--- src/rtl/wam_uart_pkg.sv ---
// Shared definitions for the whack-a-mole UART event path.
//   - event type codes carried on evt_type
//   - ASCII bytes used to build the outgoing frames
//   - framer FSM state encoding (also exported on the debug port)
package wam_uart_pkg;

    // Event type codes
    localparam logic [1:0] EVT_MOLE  = 2'd0;
    localparam logic [1:0] EVT_HIT   = 2'd1;
    localparam logic [1:0] EVT_SCORE = 2'd2;
    localparam logic [1:0] EVT_OVER  = 2'd3;

    // ASCII constants
    localparam logic [7:0] ASCII_M    = 8'h4D;
    localparam logic [7:0] ASCII_H    = 8'h48;
    localparam logic [7:0] ASCII_S    = 8'h53;
    localparam logic [7:0] ASCII_O    = 8'h4F;
    localparam logic [7:0] ASCII_X    = 8'h58;
    localparam logic [7:0] ASCII_LF   = 8'h0A;
    localparam logic [7:0] ASCII_ZERO = 8'h30;

    // One queued event is {type[1:0], arg[5:0]}
    localparam int EVT_WIDTH = 8;

    // Framer FSM states
    typedef enum logic [1:0] {
        ST_IDLE  = 2'd0,
        ST_LOAD  = 2'd1,
        ST_GUARD = 2'd2,
        ST_WAIT  = 2'd3
    } framer_state_t;

endpackage

--- src/rtl/sync_fifo.sv ---
// Synchronous FIFO with first-word-fall-through read data.
// Ports:
//   clock        system clock
//   reset        synchronous active-high reset
//   clear        synchronous flush (same effect as reset)
//   push         write request; accepted when not full, or when a pop happens too
//   pop          read request; ignored when empty
//   wdata        data written on an accepted push
//   rdata        head entry, valid whenever empty is low
//   full/empty   occupancy flags
//   count        number of stored entries, 0..DEPTH
module sync_fifo #(
    parameter int DEPTH      = 8,
    parameter int DEPTH_LOG2 = 3,
    parameter int WIDTH      = 8
) (
    input  logic                  clock,
    input  logic                  reset,
    input  logic                  clear,
    input  logic                  push,
    input  logic                  pop,
    input  logic [WIDTH-1:0]      wdata,
    output logic [WIDTH-1:0]      rdata,
    output logic                  full,
    output logic                  empty,
    output logic [DEPTH_LOG2:0]   count
);

    localparam logic [DEPTH_LOG2-1:0] PTR_ONE   = (DEPTH_LOG2)'(1);
    localparam logic [DEPTH_LOG2:0]   CNT_ONE   = (DEPTH_LOG2+1)'(1);
    localparam logic [DEPTH_LOG2:0]   CNT_DEPTH = (DEPTH_LOG2+1)'(DEPTH);

    logic [WIDTH-1:0]      mem [DEPTH];
    logic [DEPTH_LOG2-1:0] wr_ptr;
    logic [DEPTH_LOG2-1:0] rd_ptr;
    logic                  do_push;
    logic                  do_pop;

    assign full    = (count == CNT_DEPTH);
    assign empty   = (count == '0);
    assign do_pop  = pop && !empty;
    // A full FIFO still takes a push when the head leaves in the same cycle.
    assign do_push = push && (!full || do_pop);
    assign rdata   = mem[rd_ptr];

    always_ff @(posedge clock) begin
        if (reset || clear) begin
            wr_ptr <= '0;
            rd_ptr <= '0;
            count  <= '0;
        end else begin
            if (do_push) wr_ptr <= wr_ptr + PTR_ONE;
            if (do_pop)  rd_ptr <= rd_ptr + PTR_ONE;
            case ({do_push, do_pop})
                2'b10:   count <= count + CNT_ONE;
                2'b01:   count <= count - CNT_ONE;
                default: count <= count;
            endcase
        end
    end

    // Storage has no reset; stale contents are never read because empty gates pops.
    always_ff @(posedge clock) begin
        if (do_push && !reset && !clear) begin
            mem[wr_ptr] <= wdata;
        end
    end

endmodule

--- src/rtl/uart_event_framer.sv ---
// Buffers game events and frames each one as a short ASCII message for uart_tx.
//   MOLE  -> "M", digit (or "X" if index > 4), LF
//   HIT   -> "H", LF
//   SCORE -> "S", tens, ones, LF
//   OVER  -> "O", LF
// Ports:
//   clock, reset   system clock, synchronous active-high reset
//   clear          synchronous flush of FIFO, current frame and overflow flag
//   evt_valid      event push request (type/arg sampled when high)
//   evt_type/arg   event code and argument
//   evt_ready      high while the FIFO has room
//   tx_start       one-cycle start pulse to uart_tx
//   tx_data        byte for uart_tx, stable from tx_start to the next tx_start
//   tx_busy        uart_tx busy flag
//   fifo_count     queued events
//   overflow       sticky: an event was dropped on a full FIFO
//   fsm_state      debug view of the framer state
//
// Handshakes: evt_valid/evt_ready -- an event transfers on a cycle where evt_valid
// is high and the FIFO can take it (not full, or the head is popped that cycle);
// evt_valid with a full FIFO and no pop drops the event and sets overflow.
// tx_start/tx_busy -- a byte is handed over only on a cycle where tx_busy is low.
module uart_event_framer
    import wam_uart_pkg::*;
#(
    parameter int DEPTH      = 8,
    parameter int DEPTH_LOG2 = 3
) (
    input  logic                  clock,
    input  logic                  reset,
    input  logic                  clear,
    input  logic                  evt_valid,
    input  logic [1:0]            evt_type,
    input  logic [5:0]            evt_arg,
    output logic                  evt_ready,
    output logic                  tx_start,
    output logic [7:0]            tx_data,
    input  logic                  tx_busy,
    output logic [DEPTH_LOG2:0]   fifo_count,
    output logic                  overflow,
    output framer_state_t         fsm_state
);

    framer_state_t          state;
    logic                   fifo_full;
    logic                   fifo_empty;
    logic                   fifo_pop;
    logic [EVT_WIDTH-1:0]   fifo_rdata;

    logic [7:0]             frame_bytes [4];
    logic [1:0]             frame_last;
    logic [1:0]             idx;

    logic [7:0]             next_bytes [4];
    logic [1:0]             next_last;
    logic [7:0]             next_bcd;

    // Binary 0..63 to two BCD digits by repeated compare/subtract of 10.
    function automatic logic [7:0] to_bcd(input logic [5:0] value);
        logic [5:0] rem;
        logic [3:0] tens;
        rem  = value;
        tens = 4'd0;
        for (int i = 0; i < 6; i++) begin
            if (rem >= 6'd10) begin
                rem  = rem - 6'd10;
                tens = tens + 4'd1;
            end
        end
        return {tens, rem[3:0]};
    endfunction

    sync_fifo #(
        .DEPTH      (DEPTH),
        .DEPTH_LOG2 (DEPTH_LOG2),
        .WIDTH      (EVT_WIDTH)
    ) u_fifo (
        .clock (clock),
        .reset (reset),
        .clear (clear),
        .push  (evt_valid && !clear),
        .pop   (fifo_pop),
        .wdata ({evt_type, evt_arg}),
        .rdata (fifo_rdata),
        .full  (fifo_full),
        .empty (fifo_empty),
        .count (fifo_count)
    );

    assign evt_ready = !fifo_full;
    assign fsm_state = state;
    assign fifo_pop  = (state == ST_IDLE) && !fifo_empty && !clear;

    // Start is combinational so the header goes out two cycles after the push;
    // clear and reset suppress it in their own cycle.
    assign tx_start  = (state == ST_LOAD) && !tx_busy && !clear && !reset;

    // Frame built from the FIFO head; latched when the FSM leaves IDLE.
    assign next_bcd = to_bcd(fifo_rdata[5:0]);

    always_comb begin
        next_bytes[0] = ASCII_O;
        next_bytes[1] = ASCII_LF;
        next_bytes[2] = ASCII_LF;
        next_bytes[3] = ASCII_LF;
        next_last     = 2'd1;
        case (fifo_rdata[7:6])
            EVT_MOLE: begin
                next_bytes[0] = ASCII_M;
                next_bytes[1] = (fifo_rdata[2:0] > 3'd4) ? ASCII_X
                                                         : ASCII_ZERO + {5'd0, fifo_rdata[2:0]};
                next_bytes[2] = ASCII_LF;
                next_last     = 2'd2;
            end
            EVT_HIT: begin
                next_bytes[0] = ASCII_H;
                next_last     = 2'd1;
            end
            EVT_SCORE: begin
                next_bytes[0] = ASCII_S;
                next_bytes[1] = ASCII_ZERO + {4'd0, next_bcd[7:4]};
                next_bytes[2] = ASCII_ZERO + {4'd0, next_bcd[3:0]};
                next_bytes[3] = ASCII_LF;
                next_last     = 2'd3;
            end
            default: begin
                next_bytes[0] = ASCII_O;
                next_last     = 2'd1;
            end
        endcase
    end

    always_ff @(posedge clock) begin
        if (reset || clear) begin
            state      <= ST_IDLE;
            tx_data    <= 8'h00;
            idx        <= 2'd0;
            frame_last <= 2'd0;
            for (int i = 0; i < 4; i++) frame_bytes[i] <= 8'h00;
        end else begin
            case (state)
                ST_IDLE: begin
                    if (!fifo_empty) begin
                        frame_bytes <= next_bytes;
                        frame_last  <= next_last;
                        idx         <= 2'd0;
                        tx_data     <= next_bytes[0];
                        state       <= ST_LOAD;
                    end
                end
                ST_LOAD: begin
                    if (!tx_busy) state <= ST_GUARD;
                end
                // uart_tx raises busy one cycle after start; skip that cycle.
                ST_GUARD: begin
                    state <= ST_WAIT;
                end
                ST_WAIT: begin
                    if (!tx_busy) begin
                        if (idx == frame_last) begin
                            state <= ST_IDLE;
                        end else begin
                            idx     <= idx + 2'd1;
                            tx_data <= frame_bytes[idx + 2'd1];
                            state   <= ST_LOAD;
                        end
                    end
                end
                default: state <= ST_IDLE;
            endcase
        end
    end

    always_ff @(posedge clock) begin
        if (reset || clear) begin
            overflow <= 1'b0;
        end else if (evt_valid && fifo_full && !fifo_pop) begin
            overflow <= 1'b1;
        end
    end

endmodule

--- config.mk ---
export PLATFORM = sky130hd
export DESIGN_NAME = uart_event_framer
export DESIGN_NICKNAME = d
export VERILOG_FILES = /design/src/rtl/wam_uart_pkg.sv /design/src/rtl/sync_fifo.sv /design/src/rtl/uart_event_framer.sv
export SDC_FILE = /design/constraint.sdc
export NUM_CORES = 1
export LEC_CHECK = 0
export BUFFER_PORTS_ARGS = -buffer_cell sky130_fd_sc_hd__clkbuf_2
export CAP_MARGIN = 30
export CORE_MARGIN = 2
export CORE_UTILIZATION = 45
export CTS_BUF_LIST = sky130_fd_sc_hd__clkbuf_2
export DETAILED_ROUTE_END_ITERATION = 16
export GPL_ROUTABILITY_DRIVEN = 0
export PLACE_DENSITY_LB_ADDON = 0.08
export SYNTH_ARGS = -nofsm -noshare
export SYNTH_HDL_FRONTEND = slang
export SYNTH_SLANG_ARGS = --single-unit
export TNS_END_PERCENT = 1
--- constraint.sdc ---
create_clock -name clock -period 6.7 [get_ports clock]
set_input_delay 1.675 -clock clock [delete_from_list [all_inputs] [get_ports clock]]
set_output_delay 1.675 -clock clock [all_outputs]
set_load 0.005 [all_outputs]
==> results, run 1 <==
- The run finished, with violations left.
- The checks that failed: negative setup slack.
- The total clock sinks is 107.
- The path class of the lowest-slack min-delay path is reg -> reg.
- The count of nets left with antenna violations once routing finished came out at 0.
- The number of global-route vias before repair is 4352.
- For this design the total switching power over the nets is 571 µW.
- The largest net degree at the start of global routing is 38.
- Of the total synthesized cell area, the portion taken by XOR and XNOR cells is 3.04%.
- Yosys printed 0 warnings.
- The total CTS buffers is 9.
- Sequential cells were found to cover 46.0% of the synthesized design area.
- Of the cells placed in the final design, the portion with a size suffix greater than 1 is 30.1%.
- The initial antenna violation count came to 0.
- The initial utilization of the core area, before any placement, comes to 45.9%.
- For this run, the leading register cell type out of synthesis is edfxtp_1.
- The number of buffers inserted for hold repair after clock tree synthesis is 0.
- The worst max-slew margin expressed relative to the limit is 36.3%.
- Routed signal wires occupy layers up through met4.
- The number of primary I/O pins is 30.
- In this run switching power makes up 33.7% of total power.
- The area growth from synthesis to layout is 18.1%.
- The HPWL after detailed placement is 9310 µm.
- The flip-flop and latch count after synthesis is 107.
- The number of filler cells placed in the layout is 1168.
- The number of hold violations in the final report is 0.
- In the final design database the tool counted 668 nets.
- The most common cell after layout, fill and taps aside is edfxtp_1.
- Summed over all layers, the routed wires come to 13400 µm.
- Registers are responsible for 41.9% of the overall power.
- The number of placement rows is 42.
- The number of remaining DRC errors is 0.
- The die extent in y is 120 µm.
- The worst setup path is launched from a flop.
- The share of power burned in combinational logic is 38.7%.
- The core area is 0.0132 mm².
- The mean cell area of the mapped netlist is 10.9 µm².
- By instance count, the cell type seen most on the critical path is buf_4.
- The mux cell area share after synthesis is 11.2%.
- The maximum clock frequency is 147 MHz.
- The clock passes through at most 2 buffers.
- In the detailed route, the total length drawn on met2 is 6630 µm.
- The sort of element at the end of the critical path is a flop.
- The count of cell types in the netlist is 85.
- The worst-case setup margin in the final layout is -0.0814 ns.
- The synthesized netlist devotes 14.5% of its cell area to simple gates.
- Grouping stages by cell kind, the critical path spends the most delay in simple AND/OR/NAND/NOR gates.
- The aggregate global-route resource usage is 19.2%.
- Max-cap violations in this run came to 0.
- Summing the areas of all compound-gate instances in the mapped netlist gives 15.6% of the synthesized area.
- CTS built an H-tree with a depth of 3.
- The number of flops mapped to enable cells by yosys is 64.
- The setup skew after layout is 0.0539 ns.
- For this block, the via count after detailed routing is 4368.
- For this run, the slowest stage of the critical path takes 0.53 ns.
- During placement, the flow inserted port buffers numbering 28.
- The final setup violation count is 4.
- For this run, the share of the core covered by cells in the final layout is 54.1%.
- The clock network fraction of total power is 19.4%.
- Together, buffers and inverters on the worst path number 12.
- The routed design could run at a clock period as short as 6.78 ns.
- The peak fanout along the critical path is 7.
- Counting flops with an async set or reset pin after synthesis yields a share of 0%.
- The first-pass iteration count of the detailed router is 4.
- Once layout is done, the placed cells without fillers occupy 0.00714 mm².
- The number of antenna diodes is 0.
- Global routing finished with a remaining overflow of 0.
- The clock network latency to the later pin of the worst-skew pair is 0.62 ns.
- On the critical path, the stage with the largest delay is an instance of mux4_2.
- Internal power comes to 1120 µW.
- Synthesis produced a netlist whose cell count is 555.
- Dividing the detail-routed via count by the number of cells gives 5.41.
- The detailed router finished its first iteration with 356 violations.
- The critical hold path startpoint is frame_bytes[22].
- The netlist area before placement is 0.00605 mm².
- Detailed routing placed a total of 383 µm of wire on met3.
- The die is 120 µm wide.
- The critical path arrival is 7.33 ns.
- Setup repair after global routing could not meet its margin everywhere.
- The area of the die is 0.0144 mm².
- The number of nets in the synthesized netlist is 596.
- The first-pass GRT wire length is 21700 µm.
- The library cells used most frequently in the layout, excluding fill and tap cells, are edfxtp_1, nor2_1, buf_4.
- The analysis attributes to cell leakage a power of 0.00266 µW.
- Summing all placed instances gives a cell area of 0.00663 mm².
- The clock tree from TritonCTS is done.
- The post-route clock period utilization is 101%.
- After synthesis, the largest family of logic cells by area is compound AO/OA/AOI/OAI gates.
- The routed length on met1 is 6180 µm.
- VDD sags by at most 138 µV.
- Adding up every negative setup slack in the final design gives -0.150 ns.
- Clock-pin slew was measured on the worst setup and hold paths at 0.34 ns.
- The required time of the critical path is 7.25 ns.
- The post-detailed-route wirelength per cell is 16.5 µm.
- The category of the most critical setup path is reg -> reg.
- After Yosys synthesis, full adders, half adders and majority gates account for 5.92% of the synthesized area.
- The slew at the pin with the worst max-slew slack is 0.952 ns.
- Dividing total power by cell area gives a power density of 237 mW/mm².
- The final number of max-transition violations is 0.
- Clock tree synthesis selected as its root buffer the cell clkbuf_2.
==> state kept, by name, summed over array words and instances (netlist names), named ones only <==
register       count
fsm_state          2
u_fifo.mem        64
frame_bytes       17
frame_last         1
tx_data            7
u_fifo.wr_ptr      3
u_fifo.count       4
idx                2
u_fifo.rd_ptr      3
overflow           1
==> cell families (layout without fill, tap and decap cells) <==
family,Yosys count,after routing
AOI/OAI and AO/OA,130,130
xor gates and xnor gates,21,21
adders and majority gates,28,28
buffers and inverters,47,124
DFF,107,107
muxes,46,46
other,1,1
and+or+nand+nor,175,175
==> synth_stat cells, types with 3 or more instances <==
master,instances,share of area (%)
o21ai_0,20,1.7
dfxtp_1,43,14
a211oi_1,10,1.2
buf_6,4,0.74
mux4_2,11,4.1
mux2i_4,3,1.1
or3_1,6,0.62
clkbuf_1,12,0.74
a21oi_1,35,2.9
inv_1,22,1.4
o221ai_1,3,0.43
nand2b_1,7,0.72
nor2_2,3,0.31
a21o_1,9,1.1
and2_1,12,1.2
a221oi_1,3,0.43
nand2_1,34,2.1
nor3b_1,3,0.37
nor2b_1,3,0.31
nor4_1,5,0.52
a22oi_1,5,0.62
nand4_1,4,0.41
ha_1,27,5.6
mux2i_1,17,2.8
nand3_1,9,0.74
xnor2_1,10,1.4
edfxtp_1,64,32
xor2_1,11,1.6
buf_2,3,0.25
mux2_2,11,2.0
nor2_1,61,3.8
o211ai_1,4,0.50
nor3_1,14,1.2
a31oi_1,4,0.41
==> worst min-delay path: stages (launching register included) <==
cell	delay (ns)
dfxtp_1	0.38
nand2_1	0.05
a21oi_1	0.05
==> power groups by stage <==
| stage | registers, µW | clock network [µW] | logic [µW] |
|---|---|---|---|
| 2_1_floorplan | 723 | 0 | 414 |
| 3_3_place_gp | 724 | 0 | 519 |
| 3_5_place_dp | 724 | 0 | 528 |
| 4_1_cts | 710 | 338 | 598 |
| 5_1_grt | 712 | 365 | 719 |
| 6_report | 710 | 329 | 656 |
==> worst paths after layout <==
kind / to / slack, ns / cells after the start
worst min register to register: frame_bytes[22] / 0.48 / 2
worst max-delay path: frame_bytes[19] / -0.08 / 35
worst min-delay path: frame_bytes[22] / 0.48 / 2
worst max register to register: frame_bytes[19] / -0.08 / 35
==> metrics by stage <==
stage | power, µW | std cells | setup slack (ns) | hold slack (ns)
floorplan | 1140 | 555 | -0.158 | 0.432
finish | 1700 | 808 | -0.0814 | 0.481
detailed placement | 1250 | 763 | -0.0959 | 0.451
global placement | 1240 | 763 | 0.0323 | 0.450
CTS | 1650 | 802 | 0.0132 | 0.478
global route | 1800 | 808 | -0.375 | 0.517
==> area by class of cell <==
cell class                 instances  area [µm²]  area share [%]
multi-input combinational        401        3310            46.4
clock buffer                       9        45.0           0.631
tap                              176         220            3.08
clock inverter                     7        97.6            1.37
inverter                          24        92.6            1.30
sequential                       107        2790            39.0
timing repair buffer              84         588            8.23
==> repair_timing <==
action / 4_1_cts / 5_1_grt
resized for setup: 17 / 17
pin swaps: 15 / 10
endpoints found under the setup margin: 6 / 7
setup buffers: 23 / 6
==> metal layers <==
layer / GRT usage, % / vias to the layer above
met2: 32.0 / 60
met4: 5.88 / 0
met3: 2.99 / 14
met1: 25.8 / 2094
met5: 0 / -
li1: - / 2200
(Power assumes the default switching activity.)
==> run 2, diff against run 1 <==
clock period = 8 ns   (was 6.7 ns; I/O delays follow)
==> run 2 against run 1 <==
The run now ends clean; non-clock buffer count down 35; routed wire length down 5.6%; final area is 7.3% lower; global-route usage is 0.81 points lower; fmax is 9.9% lower; largest power group unchanged.
==> results, run 2 (synthesized netlist as in run 1, its figures left out) <==
- The final number of max-transition violations is 0 (unchanged).
- The die extent in y is 120 µm (unchanged).
- Run status: completed (was finished with violations).
- The sort of element at the end of the critical path is a flop (unchanged).
- The maximum clock frequency is 133 MHz (was 147 MHz).
- The number of antenna diodes is 0 (unchanged).
- The worst max-slew margin expressed relative to the limit was 36.6% (was 36.3%).
- Largest regs: u_fifo.mem: 64 flops, frame_bytes: 17 flops, tx_data: 7 flops (unchanged).
- The routed length on met3 is 416 µm (was 383 µm).
- The port buffer count came to 28 (unchanged).
- The leakage power summed over all cells is 0.00242 µW (was 0.00266 µW).
- The post-synthesis to final-layout area growth came to 9.43% (was 18.1%).
- The buffer depth of the longest clock path is 2 (unchanged).
- The number of buffers inserted for hold repair after clock tree synthesis is 0 (unchanged).
- The length of routed met2 wiring was 6020 µm (was 6630 µm).
- The first-pass GRT wire length was 21100 µm (was 21700 µm).
- Most used cells in the layout excluding fill and tap cells: edfxtp_1, nor2_1, dfxtp_1 (was edfxtp_1, nor2_1, buf_4).
- The worst slack on hold paths is 0.486 ns (was 0.481 ns).
- The max-capacitance violation count is 0 (unchanged).
- The first-pass iteration count of the detailed router is 5 (was 4).
- The top layer used by detailed routing is met4 (unchanged).
- The number of remaining DRC errors was 0 (unchanged).
- The final setup violation count was 0 (was 4).
- The number of global-route vias before repair is 4306 (was 4352).
- The critical path arrival was 8.03 ns (was 7.33 ns).
- The total via count after detailed routing came to 4270 (was 4368).
- The clock tree from TritonCTS is done (unchanged).
- The category of the most critical setup path is reg -> reg (unchanged).
- The routed length on met1 was 5980 µm (was 6180 µm).
- The register ranked first by flip-flop count is u_fifo.mem (unchanged).
- The worst-case setup margin in the final layout is 0.470 ns (was -0.0814 ns).
- The post-route clock period utilization is 94.1% (was 101%).
- The most common cell type on the critical path is ha_1 (was buf_4).
- The utilization after layout is 50.2% (was 54.1%).
- The largest net degree at the start of global routing is 38 (unchanged).
- The path class of the lowest-slack min-delay path is reg -> reg (unchanged).
- The number of placement rows was 42 (unchanged).
- The number of hold violations in the final report is 0 (unchanged).
- The layout cell share with drive strength beyond 1 is 21.3% (was 30.1%).
- The depth of the CTS H-tree is 3 (unchanged).
- The core area is 0.0132 mm² (unchanged).
- The number of primary I/O pins was 30 (unchanged).
- The horizontal extent of the die is 120 µm (unchanged).
- The area of the die is 0.0144 mm² (unchanged).
- The power per cell area is 186 mW/mm² (was 237 mW/mm²).
- The worst stage delay on the critical path came to 0.55 ns (was 0.53 ns).
- The clock network latency to the later pin of the worst-skew pair is 0.56 ns (was 0.62 ns).
- The most common cell after layout, fill and taps aside is edfxtp_1 (unchanged).
- The flip-flop count of the largest register after layout is 64 (unchanged).
- The required time of the critical path was 8.50 ns (was 7.25 ns).
- The type of element launching the critical path is a flop (unchanged).
- The initial antenna violation count is 0 (unchanged).
- The cell with the biggest individual delay on the critical path is mux4_2 (unchanged).
- The post-detailed-routing wire length was 12600 µm (was 13400 µm).
- The setup skew after layout is 0.0377 ns (was 0.0539 ns).
- The slew at the pin with the worst max-slew slack is 0.948 ns (was 0.952 ns).
- The maximum vdd ir drop is 76.6 µV (was 138 µV).
- The aggregate global-route resource usage is 18.4% (was 19.2%).
- The mean number of vias per cell came to 5.52 (was 5.41).
- The remaining antenna violation count is 0 (unchanged).
- The DRC marker count from the first detailed-route iteration is 329 (was 356).
- The library cell used as clock root buffer is clkbuf_2 (unchanged).
- The register clock-pin slew on the reported worst setup and hold paths is 0.28 ns (was 0.34 ns).
- The final instance area is 0.00662 mm² (was 0.00714 mm²).
- The total clock sinks is 107 (unchanged).
- The minimum clock period after layout came to 7.53 ns (was 6.78 ns).
- The peak fanout along the critical path is 7 (unchanged).
- The total CTS buffers is 9 (unchanged).
- The HPWL after detailed placement came to 9030 µm (was 9310 µm).
- The instance area after placement is 0.00636 mm² (was 0.00663 mm²).
- The post-detailed-route wirelength per cell is 16.3 µm (was 16.5 µm).
- The number of filler cells placed in the layout came to 1203 (was 1168).
- The count of nets after finishing came to 633 (was 668).
- The initial core utilization is 45.9% (unchanged).
- The overall power consumption was 1230 µW (was 1700 µW).
- The leftover overflow at the end of global routing is 0 (unchanged).
- The worst slack after detailed placement came to 0.00707 ns (was -0.0959 ns).
[run 2: cell types whose count changed in the layout (fill, tap and decap cells not counted), sizes merged]
cell and change:
buf -35, clkinvlp +2, bufinv -1, inv -1
[run 2: stage by stage]
stage                     std cells  TNS, ns
after floorplan                 555        0
after global placement          747        0
after detailed placement        747        0
after CTS                       763        0
after global routing            773  -0.0216
final                           773        0
[run 2: power breakdown]
part	switching (µW)	internal, µW
combinational	231	184
clock	179	46.3
sequential	4.63	590
total	414	821
[run 2: layer usage]
metal / global-route usage [%] / up-vias
li1: - / 2137
met1: 24.7 / 2045
met2: 30.2 / 74
met3: 2.66 / 14
met4: 6.91 / 0
met5: 0 / -
[run 2: final timing paths]
path	startpoint	end	slack, ns	cells past startpoint
setup / recovery	flop	frame_bytes[11]	0.47	38
hold / removal	frame_bytes[22]	frame_bytes[22]	0.49	2
setup reg to reg	flop	frame_bytes[11]	0.47	38
hold reg to reg	frame_bytes[22]	frame_bytes[22]	0.49	2
[run 2: worst max-delay path, delay by kind of cell (launching register included)]
kind	cells	cell delay, ns
buffers and inverters	5	0.37
AOI/OAI and AO/OA	11	2.36
muxes	4	1.49
and+or+nand+nor	11	1.64
DFF	1	0.47
xor gates and xnor gates	1	0.12
adders and majority gates	6	1.03
[run 2: layout make-up]
| class | instances | area, µm² | area share, % |
|---|---|---|---|
| Inverter | 24 | 90.1 | 1.36 |
| Tap cell | 176 | 220 | 3.33 |
| Clock inverter | 7 | 58.8 | 0.888 |
| Multi-Input combinational cell | 401 | 3100 | 46.8 |
| Clock buffer | 9 | 45.0 | 0.681 |
| Sequential cell | 107 | 2790 | 42.1 |
| Timing Repair Buffer | 49 | 318 | 4.80 |
[run 2: repair_timing]
action,in CTS,in global routing
pin swaps,0,4
setup buffers,0,10
hold endpoints to repair,0,0
setup endpoints to repair,2,7
gates resized for setup,1,16
